[src/rtl/fp_arb_pkg.sv]
// Shared types and defaults for the floating-point unit sharing arbiter.
package fp_arb_pkg;

    localparam int unsigned NREQ_DEF = 4;
    localparam int unsigned LAT_DEF  = 3;
    localparam int unsigned IW_DEF   = 2;
    localparam int unsigned DW       = 32;
    // Tag index is sized for the largest legal NREQ (8) so one type serves every instance
    localparam int unsigned TIW      = 3;

    typedef struct packed {
        logic           valid;
        logic [TIW-1:0] idx;
    } tag_t;

endpackage

[src/rtl/fp_share_arb_rr_pick.sv]
// Rotate-and-priority-encode: first set bit of elig at or above ptr, wrapping at NREQ.
module rr_pick
    import fp_arb_pkg::*;
#(
    parameter int unsigned NREQ = NREQ_DEF,
    parameter int unsigned IW   = IW_DEF
) (
    input  logic [NREQ-1:0] elig,
    input  logic [IW-1:0]   ptr,
    output logic [IW-1:0]   win_c,
    output logic            found_c
);

    always_comb begin
        int unsigned s;
        s       = 0;
        win_c   = '0;
        found_c = 1'b0;
        for (int unsigned i = 0; i < NREQ; i++) begin
            s = 32'(ptr) + i;
            if (s >= NREQ) s = s - NREQ;
            if (!found_c && elig[IW'(s)]) begin
                found_c = 1'b1;
                win_c   = IW'(s);
            end
        end
    end

endmodule

[src/rtl/fp_share_arb.sv]
// Round-robin arbiter sharing one pipelined FP unit among NREQ requesters.
// FP_ARB_PRIO0_EN: requester 0 gets fixed top priority; others rotate.
module fp_share_arb
    import fp_arb_pkg::*;
#(
    parameter int unsigned NREQ = NREQ_DEF,
    parameter int unsigned LAT  = LAT_DEF,
    parameter int unsigned IW   = IW_DEF
) (
    input  logic             clk,
    input  logic             rst_n,
    input  logic [NREQ-1:0]  req,
    input  logic [NREQ*DW-1:0] opa,
    input  logic [NREQ*DW-1:0] opb,
    output logic [NREQ-1:0]  gnt,
    output logic [DW-1:0]    unit_a,
    output logic [DW-1:0]    unit_b,
    input  logic [DW-1:0]    unit_res,
    output logic [DW-1:0]    res,
    output logic [NREQ-1:0]  rvalid,
    output logic             busy
);

    logic [IW-1:0]   ptr;
    tag_t            tags [LAT];

    logic [NREQ-1:0] elig_c;
    logic [NREQ-1:0] rr_elig_c;
    logic [IW-1:0]   rr_win_c;
    logic            rr_found_c;
    logic [IW-1:0]   win_c;
    logic            found_c;
    logic            upd_ptr_c;
    logic [IW-1:0]   ptr_nxt_c;
    logic            inflight_c;

    // A requester granted last cycle sits out one cycle
    assign elig_c = req & ~gnt;

`ifdef FP_ARB_PRIO0_EN
    assign rr_elig_c = elig_c & ~NREQ'(1);
`else
    assign rr_elig_c = elig_c;
`endif

    rr_pick #(
        .NREQ (NREQ),
        .IW   (IW)
    ) u_pick (
        .elig    (rr_elig_c),
        .ptr     (ptr),
        .win_c   (rr_win_c),
        .found_c (rr_found_c)
    );

    always_comb begin
        win_c     = rr_win_c;
        found_c   = rr_found_c;
        upd_ptr_c = rr_found_c;
`ifdef FP_ARB_PRIO0_EN
        if (elig_c[0]) begin
            win_c     = '0;
            found_c   = 1'b1;
            upd_ptr_c = 1'b0;
        end
`endif
    end

    always_comb begin
        ptr_nxt_c = '0;
        if (32'(win_c) + 1 < NREQ) ptr_nxt_c = win_c + IW'(1);
    end

    // Issue this cycle or anything still short of the last stage keeps busy high
    always_comb begin
        inflight_c = 1'b0;
        for (int unsigned i = 0; i + 1 < LAT; i++) inflight_c = inflight_c | tags[i].valid;
    end

    always_ff @(posedge clk or negedge rst_n) begin
        if (!rst_n) begin
            ptr    <= '0;
            gnt    <= '0;
            unit_a <= '0;
            unit_b <= '0;
            res    <= '0;
            rvalid <= '0;
            busy   <= 1'b0;
            for (int unsigned i = 0; i < LAT; i++) tags[i] <= '0;
        end else begin
            gnt  <= found_c ? (NREQ'(1) << win_c) : '0;
            busy <= found_c | inflight_c;
            if (found_c) begin
                unit_a <= opa[DW*32'(win_c) +: DW];
                unit_b <= opb[DW*32'(win_c) +: DW];
            end
            if (upd_ptr_c) ptr <= ptr_nxt_c;

            tags[0].valid <= found_c;
            tags[0].idx   <= TIW'(win_c);
            for (int unsigned i = 1; i < LAT; i++) tags[i] <= tags[i-1];

            if (tags[LAT-1].valid) begin
                res    <= unit_res;
                rvalid <= NREQ'(1) << tags[LAT-1].idx;
            end else begin
                rvalid <= '0;
            end
        end
    end

endmodule

[config.mk]
export PLATFORM = sky130hd
export DESIGN_NAME = fp_share_arb
export DESIGN_NICKNAME = d
export VERILOG_FILES = /design/src/rtl/fp_arb_pkg.sv /design/src/rtl/fp_share_arb_rr_pick.sv /design/src/rtl/fp_share_arb.sv
export SDC_FILE = /design/constraint.sdc
export NUM_CORES = 1
export LEC_CHECK = 0
export ABC_AREA = 0
export BUFFER_PORTS_ARGS = -buffer_cell sky130_fd_sc_hd__buf_4
export CAP_MARGIN = 20
export CORE_AREA = 2 2 155 157
export CTS_CLUSTER_SIZE = 40
export DETAILED_ROUTE_END_ITERATION = 16
export DIE_AREA = 0 0 157 159
export RECOVER_POWER = 25
export SLEW_MARGIN = 20
export SYNTH_ARGS = -nofsm -noshare
export SYNTH_HDL_FRONTEND = slang
export SYNTH_SLANG_ARGS = --single-unit
[constraint.sdc]
create_clock -name clk -period 2.2 [get_ports clk]
set_input_delay 0.11 -clock clk [delete_from_list [all_inputs] [get_ports clk]]
set_output_delay 0.11 -clock clk [all_outputs]
set_load 0.02 [all_outputs]
## After elaboration in Yosys (flattened, before gate mapping)

Index checks and enable logic that the tools add are counted.

- Register bits after elaboration: 116
- Bits of input ports: 294
- Output and inout port bits: 105
- Word-level logic and storage cells: 68

- $add $sub $neg: 9
- Order comparisons: 9
- Shift operators: 4
- Muxes and demuxes: 23
- Bitwise gates (word level): 4
- Reduce and logical (&&, ||, !) cells: 6

Operator list:

| operator | count |
|---|---|
| variable part select 128 x 8 -> 32 bit | 2 |
| 2-to-1 mux 2 bit | 9 |
| < comparator 2 x 3 -> 1 bit (second input constant) | 4 |
| greater-or-equal comparator 3 bit (second input constant) | 3 |
| binary-select mux 1 bit (select 2 bit) | 4 |
| 2-to-1 mux 1 bit | 8 |
| 2-to-1 mux 4 bit | 2 |
| left shift 1 x 2 -> 4 bit (first input constant) | 2 |
| subtractor 2 x 1 -> 2 bit (second input constant) | 4 |
| adder 2 x 1 -> 3 bit (second input constant) | 2 |
| adder 2 x 2 -> 3 bit (second input constant) | 2 |
| bitwise AND 4 bit | 1 |
| inverter 4 bit | 1 |
| greater-or-equal comparator 2 x 3 -> 1 bit (second input constant) | 1 |
| logical AND 1 bit | 3 |
| zero test 1 bit | 3 |
| < comparator 3 bit (second input constant) | 1 |
| adder 2 x 1 -> 2 bit (second input constant) | 1 |
| OR 1 bit | 2 |

## Depth between registers and ports, before layout

Gate-level depths: netlist of run 1.

- Depth after elaboration: 17
- Mapped depth: 8
- Mapped depth without buffers: 6

## Cells and area by module

Synthesis of run 1 repeated with hierarchy kept, for this count alone.

- Cells, all modules: 484
- Area, all modules: 6170.9 sq um

Modules (own cells, without submodules):

| module | instances | cells an instance | area each (sq um) | sequential area each (sq um) |
|---|---|---|---|---|
| fp_share_arb | 1 | 469 | 6093.3 | 2902.8 |
| rr_pick | 1 | 15 | 77.6 | 0.0 |

## Worst setup path after synthesis of run 1

Ideal clock, no wire load.

- Path type: register -> register
- Start point: reg gnt[0]
- End point: reg unit_a[16]
- Setup time: 0.133 ns
- Arrival time: 1.734 ns
- Data required time: 2.067 ns
- Slack: 0.333 ns
- Cell stages (with the launch flop): 8
- Path buffers: 2
- Clock period less this slack: 1.867 ns
- Path through: dfrtp_1 > or4b_4 > o311a_4 > o21ai_4 > and2_1 > buf_6 > buf_6 > a221oi_2

- Word-level cells in the longest chain between the ends: 15
- Elaborated cells between the ends (all ways): 25
- Those cells by class: 1 x shift; 16 x mux; 2 x bitwise; 6 x reduce/logical

RTL lines:

| element | RTL line | text |
|---|---|---|
| from (decl) | fp_share_arb.sv:15 | `output logic [NREQ-1:0] gnt,` |
| from (signal assigned) | fp_share_arb.sv:91 | `gnt <= found_c ? (NREQ'(1) << win_c) : '0;` |
| inverter 4 bit (*) | fp_share_arb.sv:38 | `assign elig_c = req & ~gnt;` |
| bitwise AND 4 bit (*) | fp_share_arb.sv:38 |  |
| binary-select mux 1 bit (select 2 bit) | fp_share_arb_rr_pick.sv:22 | `if (!found_c && elig[IW'(s)]) begin` |
| 2-to-1 mux 1 bit (not written as such) | fp_share_arb_rr_pick.sv:22 |  |
| 2-to-1 mux 1 bit | fp_share_arb_rr_pick.sv:22 |  |
| zero test 1 bit | fp_share_arb_rr_pick.sv:22 |  |
| logical AND 1 bit | fp_share_arb_rr_pick.sv:22 |  |
| 2-to-1 mux 1 bit | fp_share_arb_rr_pick.sv:22 |  |
| zero test 1 bit | fp_share_arb_rr_pick.sv:22 |  |
| logical AND 1 bit | fp_share_arb_rr_pick.sv:22 |  |
| 2-to-1 mux 1 bit | fp_share_arb_rr_pick.sv:22 |  |
| zero test 1 bit | fp_share_arb_rr_pick.sv:22 |  |
| logical AND 1 bit | fp_share_arb_rr_pick.sv:22 |  |
| 2-to-1 mux 2 bit | fp_share_arb_rr_pick.sv:22 |  |
| variable part select 128 x 8 -> 32 bit | fp_share_arb.sv:94 | `unit_a <= opa[DW*32'(win_c) +: DW];` |
| to (signal assigned) | fp_share_arb.sv:94 |  |
| to (decl) | fp_share_arb.sv:16 | `output logic [DW-1:0] unit_a,` |

Every way passes the cells marked *; elsewhere a longest branch is shown, timed or not. The select of a mux whose other input is x is not followed.
A chain may end at the register's enable or synchronous reset.

## Final worst setup path of run 1

- Start point: reg gnt[2]
- End point: reg unit_a[8]

The elaborated chain is that of the path after synthesis.

==> results of run 1 <==
## worst paths after layout
path	startpoint	end	slack, ns	cells after the start
setup / recovery	gnt[2]	unit_a[8]	0.22	6
hold / removal	opb[8]	unit_b[8]	0.01	3
setup reg to reg	gnt[2]	unit_a[8]	0.22	6
hold reg to reg	tags[8]	tags[4]	0.35	0
max in group asynchronous	rst_n	unit_a[5]	0.58	3
min in group asynchronous	rst_n	res[11]	0.37	2
## synth_stat cells (all sizes together), types with 3 or more instances
master | count | area [sq um]
dfrtp | 116 | 2903
mux2i | 99 | 991.0
nor2 | 37 | 138.9
a221oi | 35 | 525.5
mux2 | 32 | 360.4
a22oi | 29 | 217.7
nand3 | 29 | 145.1
o211ai | 29 | 217.7
buf | 23 | 276.5
clkbuf | 20 | 75.07
o21ai | 7 | 46.30
nand2 | 5 | 18.77
nor2b | 5 | 31.28
a21oi | 4 | 20.02
nand2b | 4 | 25.02
inv | 3 | 11.26
## registers in the layout, indices dropped and copies added (netlist names)
signal  cells
res        32
unit_b     32
rvalid      4
tags        9
ptr         2
busy        1
gnt         4
unit_a     32
## metal layers
| metal | share of wire | global-route usage |
|---|---|---|
| met5 | 0.00068 | 0 |
| met4 | 0.023 | 0.06464 |
| met3 | 0.081 | 0.05661 |
| met2 | 0.52 | 0.3325 |
| met1 | 0.38 | 0.2022 |
## final cells by class
cell class | instances | area [sq um]
inverter | 3 | 11.26
clock buffer | 20 | 446.7
clock inverter | 12 | 130.1
sequential | 116 | 2903
timing repair buffer | 522 | 4274
fill | 2152 | 12110
multi-input combinational | 331 | 2920
tap | 319 | 399.1
## placed cells by master, fill, tap and decap left out, types with 2 or more instances in the layout
| master | n |
|---|---|
| inv_6 | 2 |
| o21ai_0 | 4 |
| nor2_1 | 37 |
| a21oi_1 | 4 |
| a221oi_2 | 35 |
| nand2_1 | 5 |
| buf_12 | 9 |
| clkbuf_16 | 17 |
| clkinvlp_4 | 5 |
| bufinv_16 | 2 |
| clkbuf_1 | 2 |
| mux2_2 | 32 |
| dfrtp_1 | 116 |
| inv_1 | 3 |
| and3b_1 | 2 |
| a22oi_1 | 29 |
| nand3_1 | 29 |
| clkinv_2 | 3 |
| buf_4 | 413 |
| dlygate4sd3_1 | 98 |
| mux2i_1 | 99 |
| o211ai_1 | 29 |
| nor2b_1 | 4 |
| nand2b_1 | 4 |
## worst max-delay path, stage by stage, from the launching register on
cell      delay (ns)
dfrtp_1         0.41
nand2b_1        0.24
nor3_1          0.27
o221a_4         0.29
buf_12          0.24
mux2i_1         0.14
a221oi_2        0.28
## where the power goes
part	internal (mW)	switching [mW]	total [mW]
registers	3.00	0.500	3.50
clock network	1.70	1.06	2.75
logic	3.59	3.99	7.58
## metrics by stage
| stage | instances | hold WS [ns] |
|---|---|---|
| 5_1_grt | 1323 | 0.01909 |
| 3_5_place_dp | 1193 | 0.1130 |
| 3_3_place_gp | 1193 | 0.1069 |
| 4_1_cts | 1323 | 0.0002910 |
| 2_1_floorplan | 493 | -0.1856 |
| 6_report | 1323 | 0.01275 |
## timing repair
action                                  CTS  global route
hold buffers                             98             0
buffers inserted                          0             0
hold endpoints to repair                 94             0
gates resized for setup                   0             1
endpoints found under the setup margin    0            12
## cells by family (layout without fill, tap and decap cells)
group	count (synthesis)	count (layout)	synth area share
muxes	131	131	0.2199
DFF	116	116	0.4723
AOI/OAI and AO/OA	109	109	0.1761
and+or+nand+nor	91	91	0.07268
buffers and inverters	46	557	0.05904
==> impl_metrics.ini, run 1 <==
[run_status]
status = completed

[global_routing]
overflow = 0
grt.total_usage = 0.1842
grt_pass1_vias = 6497
grt_pass1_wl_um = 35400
grt_max_degree = 45
antenna_found_initial = 1

[clocking]
cts_buffers = 17
cts_buffer_depth = 2
cts_max_level = 4
clockRootBuffer = clkbuf_16
clkTransAtPathRegs_ns = 0.06
cts_tree = yes
cts.sinks = 116
clock_latency_ns = 0.41

[drt]
vias_per_cell = 4.617
routed_wl_um = 23650
final_antenna_net_count = 0
wl_per_cell_um = 17.87
drc = 0
drtIter0Drc = 214
vias = 6108
dr.pass1.iters = 4

[placement]
gp_routability_congestion = 0.8299
portBuffers = 398
place_area_sq_um = 9542
hpwl_um = 16990
dp_slack_ns = 0.1494

[sta]
hold_violations = 0
setup_slack_ns = 0.2242
drv_slew = 0
fmax_mhz = 506.1
fin_crit_ns = 1.976
setup_violations = 0
worstMarginPinSlew_ns = 0.9267
max_slew_margin = 0.3822
timing.final.crit_share = 0.8981
fin_setup_tns_ns = 0
skew_ns = 0.01011
rsz0062_at_grt = false

[synth]
ys_seq_area_frac = 0.4723
syn_nets = 787
syn_area_sq_um = 6146
synth_edf_count = 0
synth-main-ff-cell = dfrtp_1
synthArstFlopShare = 1.000
ys_types = 35
syn_inst = 493
yosys_warnings = 0
ys_seq_elements = 116
postSynthAreaPerCell_sq_um = 12.47

[finish]
final_util = 0.4779
final_area_sq_um = 11080
final_nets = 1285
syn_to_final_growth_pct = 80.35
diodes = 0
drive_gt1_frac = 0.5299

[critical_path]
required_ns = 2.51
critPathArrivalTime_ns = 2.29
start_kind = register
setup.worst_path.class = register to register
endpoint_kind = register
crit_fanout = 30

[pwr]
power_density_nw_per_um2 = 1248
p_leak_nw = 5.218
p_total_mw = 13.83
ir_drop_uv = 457.4

[die]
coreArea_sq_um = 23190
num_io_pins = 399
die_area_sq_um = 24960
die_h_um = 159
fp-row-count = 56
initial_core_util = 0.2650
fp.dieW_um = 157

[run]
cap_violations = 0

[hold_path]
min_path_type = input port to register
Power figures use the tool's default switching activity.
==> run 2: changes to the inputs <==
Settings changed: HOLD_SLACK_MARGIN from default to 0.08, PLACE_DENSITY from default to 0.58.
==> run 2 against run 1 <==
Compared with the run above: sequential share of layout area shrank 2.5 points; non-clock buffer count grew 121; clock skew shrank 0.0011 ns.
==> impl_metrics.ini, run 2 (same netlist as run 1, synthesis figures left out) <==
[sta]
max_slew_margin = 0.2718
fin_crit_ns = 2.042
timing.hold.ws_ns = 0.09707
rsz0062_at_grt = false
drv_slew = 0
fin_setup_tns_ns = 0
fmax_mhz = 489.8
setup_violations = 0
skew_ns = 0.009006
worstMarginPinSlew_ns = 1.092
hold_violations = 0
timing.final.crit_share = 0.9280

[critical_path]
endpoint_kind = register
crit_fanout = 30
cp-startpoint = ptr[0]
r2r-start = ptr[0]
start_kind = register
setup.worst_path.class = register to register
required_ns = 2.49
critPathArrivalTime_ns = 2.33

[global_routing]
antenna_found_initial = 1
grt_pass1_vias = 7496
overflow = 0
grt_pass1_wl_um = 39170
grt_max_degree = 46
grt.total_usage = 0.2031

[hold_path]
min_path_type = input port to register
min_from = opb[7]

[die]
initial_core_util = 0.2650
fp.dieW_um = 157
coreArea_sq_um = 23190
die_h_um = 159
num_io_pins = 399
fp-row-count = 56
die_area_sq_um = 24960

[clocking]
cts_buffers = 17
clockRootBuffer = clkbuf_16
cts_max_level = 4
cts.sinks = 116
cts_tree = yes
clkTransAtPathRegs_ns = 0.06
cts_buffer_depth = 2
clock_latency_ns = 0.41

[finish]
final_util = 0.5288
final_common_cell = buf_4
reg_top3 = res: 32 flops, unit_a: 32 flops, unit_b: 32 flops
fillers = 1981
final_nets = 1406
final_cell_mix = buf_4 (402), dlygate4sd3_1 (216), dfrtp_1 (116)
syn_to_final_growth_pct = 99.53
drive_gt1_frac = 0.4640

[run_status]
status = completed

[pwr]
ir_drop_uv = 714.1
power_density_nw_per_um2 = 1156
p_leak_nw = 5.695

[drt]
vias = 6696
wl_per_cell_um = 17.95
final_antenna_net_count = 0
vias_per_cell = 4.634
drc = 0
dr.pass1.iters = 5
drtIter0Drc = 246
routed_wl_um = 25940

[run]
cap_violations = 0

[placement]
hpwl_um = 17280
portBuffers = 398
gp_routability_congestion = 0.7805
==> run 2: area by class of cell <==
type / instances / area [sq um] / share of cell area
Timing Repair Buffer: 643 / 5409 / 0.4411
Multi-Input combinational cell: 331 / 2920 / 0.2381
Sequential cell: 116 / 2903 / 0.2367
Clock buffer: 17 / 425.4 / 0.03469
Tap cell: 319 / 399.1 / 0.03255
Clock inverter: 15 / 192.7 / 0.01571
Inverter: 3 / 11.26 / 0.0009183
Antenna cell: 1 / 2.502 / 0.0002041
==> run 2: where the power goes <==
part | internal, mW | leakage (nW) | switching, mW
registers | 3.00 | 1.35 | 0.471
clock network | 1.81 | 0.301 | 1.12
logic | 3.66 | 4.04 | 4.11
total | 8.47 | 5.70 | 5.70
==> run 2: worst paths after layout <==
check,to,slack [ns],cells past startpoint
max in group asynchronous,unit_a[4],0.35,3
setup reg to reg,unit_b[0],0.16,6
min in group asynchronous,tags[3],0.46,2
hold reg to reg,tags[1],0.35,0
setup / recovery,unit_b[0],0.16,6
hold / removal,unit_b[7],0.1,3
==> run 2: timing repair <==
item,4_1_cts,5_1_grt
hold buffers,215,1
buffers inserted,0,0
setup endpoints to repair,0,6
resized for setup,0,1
endpoints found under the hold margin,131,1
==> run 2: per-stage QoR <==
stage          instances  power [mW]  instance area [sq um]  setup slack [ns]
6_report            1445       14.17                  12260            0.1585
5_1_grt             1445       14.98                  12260           0.01563
4_1_cts             1443       14.39                  12320            0.1047
3_5_place_dp        1196       11.09                   9552            0.1008
3_3_place_gp        1196       11.02                   9552            0.1292
2_1_floorplan        493       8.420                   6146            0.3327
==> run 2: layer usage <==
metal / part of all wire / global-route usage
met3: 0.071 / 0.05389
met5: 0 / 0
met2: 0.53 / 0.3868
met1: 0.36 / 0.2048
met4: 0.033 / 0.08590
==> run 2: critical path, stage by stage, from the launching register on <==
cell,delay [ns]
dfrtp_1,0.38
or4b_4,0.56
o311a_4,0.16
o21ai_4,0.11
buf_12,0.28
mux2i_1,0.29
o211ai_1,0.11
==> run 3: changes to the inputs <==
Settings changed: CORE_AREA 2 2 155 157 to 2 2 156 158, CTS_CLUSTER_SIZE 40 to default, DIE_AREA 0 0 157 159 to 0 0 158 160.
==> run 3 against run 2 <==
Compared with the run above: the run now ends with max-capacitance violations, max-slew violations left; largest power group unchanged; utilization barely moved; design area up 2.6%; worst setup slack got worse by 0.055 ns; worst hold slack better by 0.0027 ns; routed wire length rose by 0.13%; power grew 1.2%; flip-flop and latch count unchanged; clock-buffer cell count increased by 1; global-route usage shrank 0.66 points; critical path type unchanged; critical path depth is the same.
==> impl_metrics.ini, run 3 (same netlist as run 1, synthesis figures left out) <==
[sta]
fin_setup_tns_ns = 0
timing.final.crit_share = 0.9529
drv_slew = 117
hold_violations = 0
worstMarginPinSlew_ns = 1.561
fmax_mhz = 477.0
skew_ns = 0.01683
timing.hold.ws_ns = 0.09979
rsz0062_at_grt = false
max_slew_margin = -0.04087
fin_crit_ns = 2.096
setup_violations = 0

[global_routing]
grt_pass1_wl_um = 38380
overflow = 0
grt_max_degree = 117
antenna_found_initial = 0
grt_pass1_vias = 7162
grt.total_usage = 0.1965

[finish]
syn_to_final_growth_pct = 104.8
final_util = 0.5284
reg_top3 = res: 32 flops, unit_a: 32 flops, unit_b: 32 flops
final_common_cell = buf_4
final_area_sq_um = 12590
diodes = 0
final_nets = 1430
final_cell_mix = buf_4 (414), dlygate4sd3_1 (244), dfrtp_1 (116)
drive_gt1_frac = 0.4639
instances_no_fill = 1473
fillers = 2014

[critical_path]
r2r_end = unit_b[10]
setup.worst_path.class = register to register
reg2reg_depth = 6
crit_fanout = 8
start_kind = register
reg2reg_setup_slack_ns = 0.10
required_ns = 2.48
r2r-start = gnt[2]
endpoint_kind = register
critPathArrivalTime_ns = 2.38

[die]
initial_core_util = 0.2580
die_h_um = 160
num_io_pins = 399
fp.dieW_um = 158
die_area_sq_um = 25280
coreArea_sq_um = 23820
fp-row-count = 57

[clocking]
cts_max_level = 4
cts.sinks = 116
clkTransAtPathRegs_ns = 0.07
clockRootBuffer = clkbuf_16
cts_buffer_depth = 2
cts_resized = 0
clock_latency_ns = 0.41
cts_buffers = 17
cts_tree = yes

[hold_path]
min_from = opb[116]
min_path_type = input port to register
holdPathEnd = unit_b[20]
hold-path-cell-count = 3

[pwr]
ir_drop_uv = 980.8
p_leak_nw = 5.853
power_density_nw_per_um2 = 1140

[run_status]
violations = max-capacitance violations, max-slew violations
status = finished, violations left

[drt]
vias_per_cell = 4.604
drtIter0Drc = 446
vias = 6782
routed_wl_um = 25980
wl_per_cell_um = 17.63
dr.pass1.iters = 4
drc = 0
final_antenna_net_count = 0

[placement]
portBuffers = 398
gp_routability_congestion = 0.7860
hpwl_um = 15990
place_area_sq_um = 9513
place_inst = 1195

[run]
cap_violations = 1
[run 3: changes by cell type in the layout (fill, tap and decap cells not counted), moves of 2 or more]
cell / before / now
dlygate4sd3_1: 216 / 244
clkinv_4: 4 / 2
buf_4: 402 / 414
clkbuf_1: 15 / 0
[run 3: what timing repair did]
action | in CTS | in global routing
setup endpoints to repair | 0 | 24
setup buffers | 0 | 2
hold buffers | 244 | 0
endpoints found under the hold margin | 210 | 0
[run 3: layout make-up]
type | instances | area, sq um | share of cell area
Clock buffer | 18 | 439.2 | 0.03489
Clock inverter | 14 | 188.9 | 0.01501
Inverter | 3 | 11.26 | 0.0008947
Multi-Input combinational cell | 331 | 2920 | 0.2320
Sequential cell | 116 | 2903 | 0.2306
Tap cell | 324 | 405.4 | 0.03221
Timing Repair Buffer | 667 | 5718 | 0.4543
[run 3: worst max-delay path, cell delays in order, from the launching register on]
cell      delay, ns
dfrtp_1        0.40
nand2b_1       0.23
o21ai_0        0.32
o221a_4        0.37
buf_4          0.16
mux2i_1        0.37
a221oi_2       0.12
[run 3: report_power, final]
part,internal [mW],switching (mW),leakage [nW]
logic,3.74,4.14,4.20
clock network,1.85,1.13,0.302
registers,3.00,0.484,1.35
total,8.58,5.76,5.85
[run 3: how the worst max path moves through the flow]
stage | depth (start not counted) | end | start | slack [ns]
after global placement | 6 | unit_b[28] | gnt[2] | 0.18
final | 6 | unit_b[10] | gnt[2] | 0.10
after global routing | 6 | unit_a[8] | gnt[2] | 0.003
after detailed placement | 6 | unit_a[14] | gnt[2] | 0.05
after floorplan | 7 | unit_a[16] | gnt[0] | 0.33
after CTS | 6 | unit_a[0] | gnt[2] | 0.06
[run 3: per-layer routing]
metal,share of wire,routed length [um],vias to the layer above,track usage
li1,-,-,3173,-
met1,0.39,10140,3233,0.2175
met2,0.51,13190,325,0.3538
met3,0.072,1859,51,0.05400
met4,0.030,788,0,0.07576
met5,0,0,-,0
[run 3: stage by stage]
step | total power [mW] | worst slack, ns
2_1_floorplan | 8.420 | 0.3327
3_3_place_gp | 10.96 | 0.1814
3_5_place_dp | 11.01 | 0.05472
4_1_cts | 14.41 | 0.06325
5_1_grt | 15.07 | 0.003163
6_report | 14.35 | 0.1036
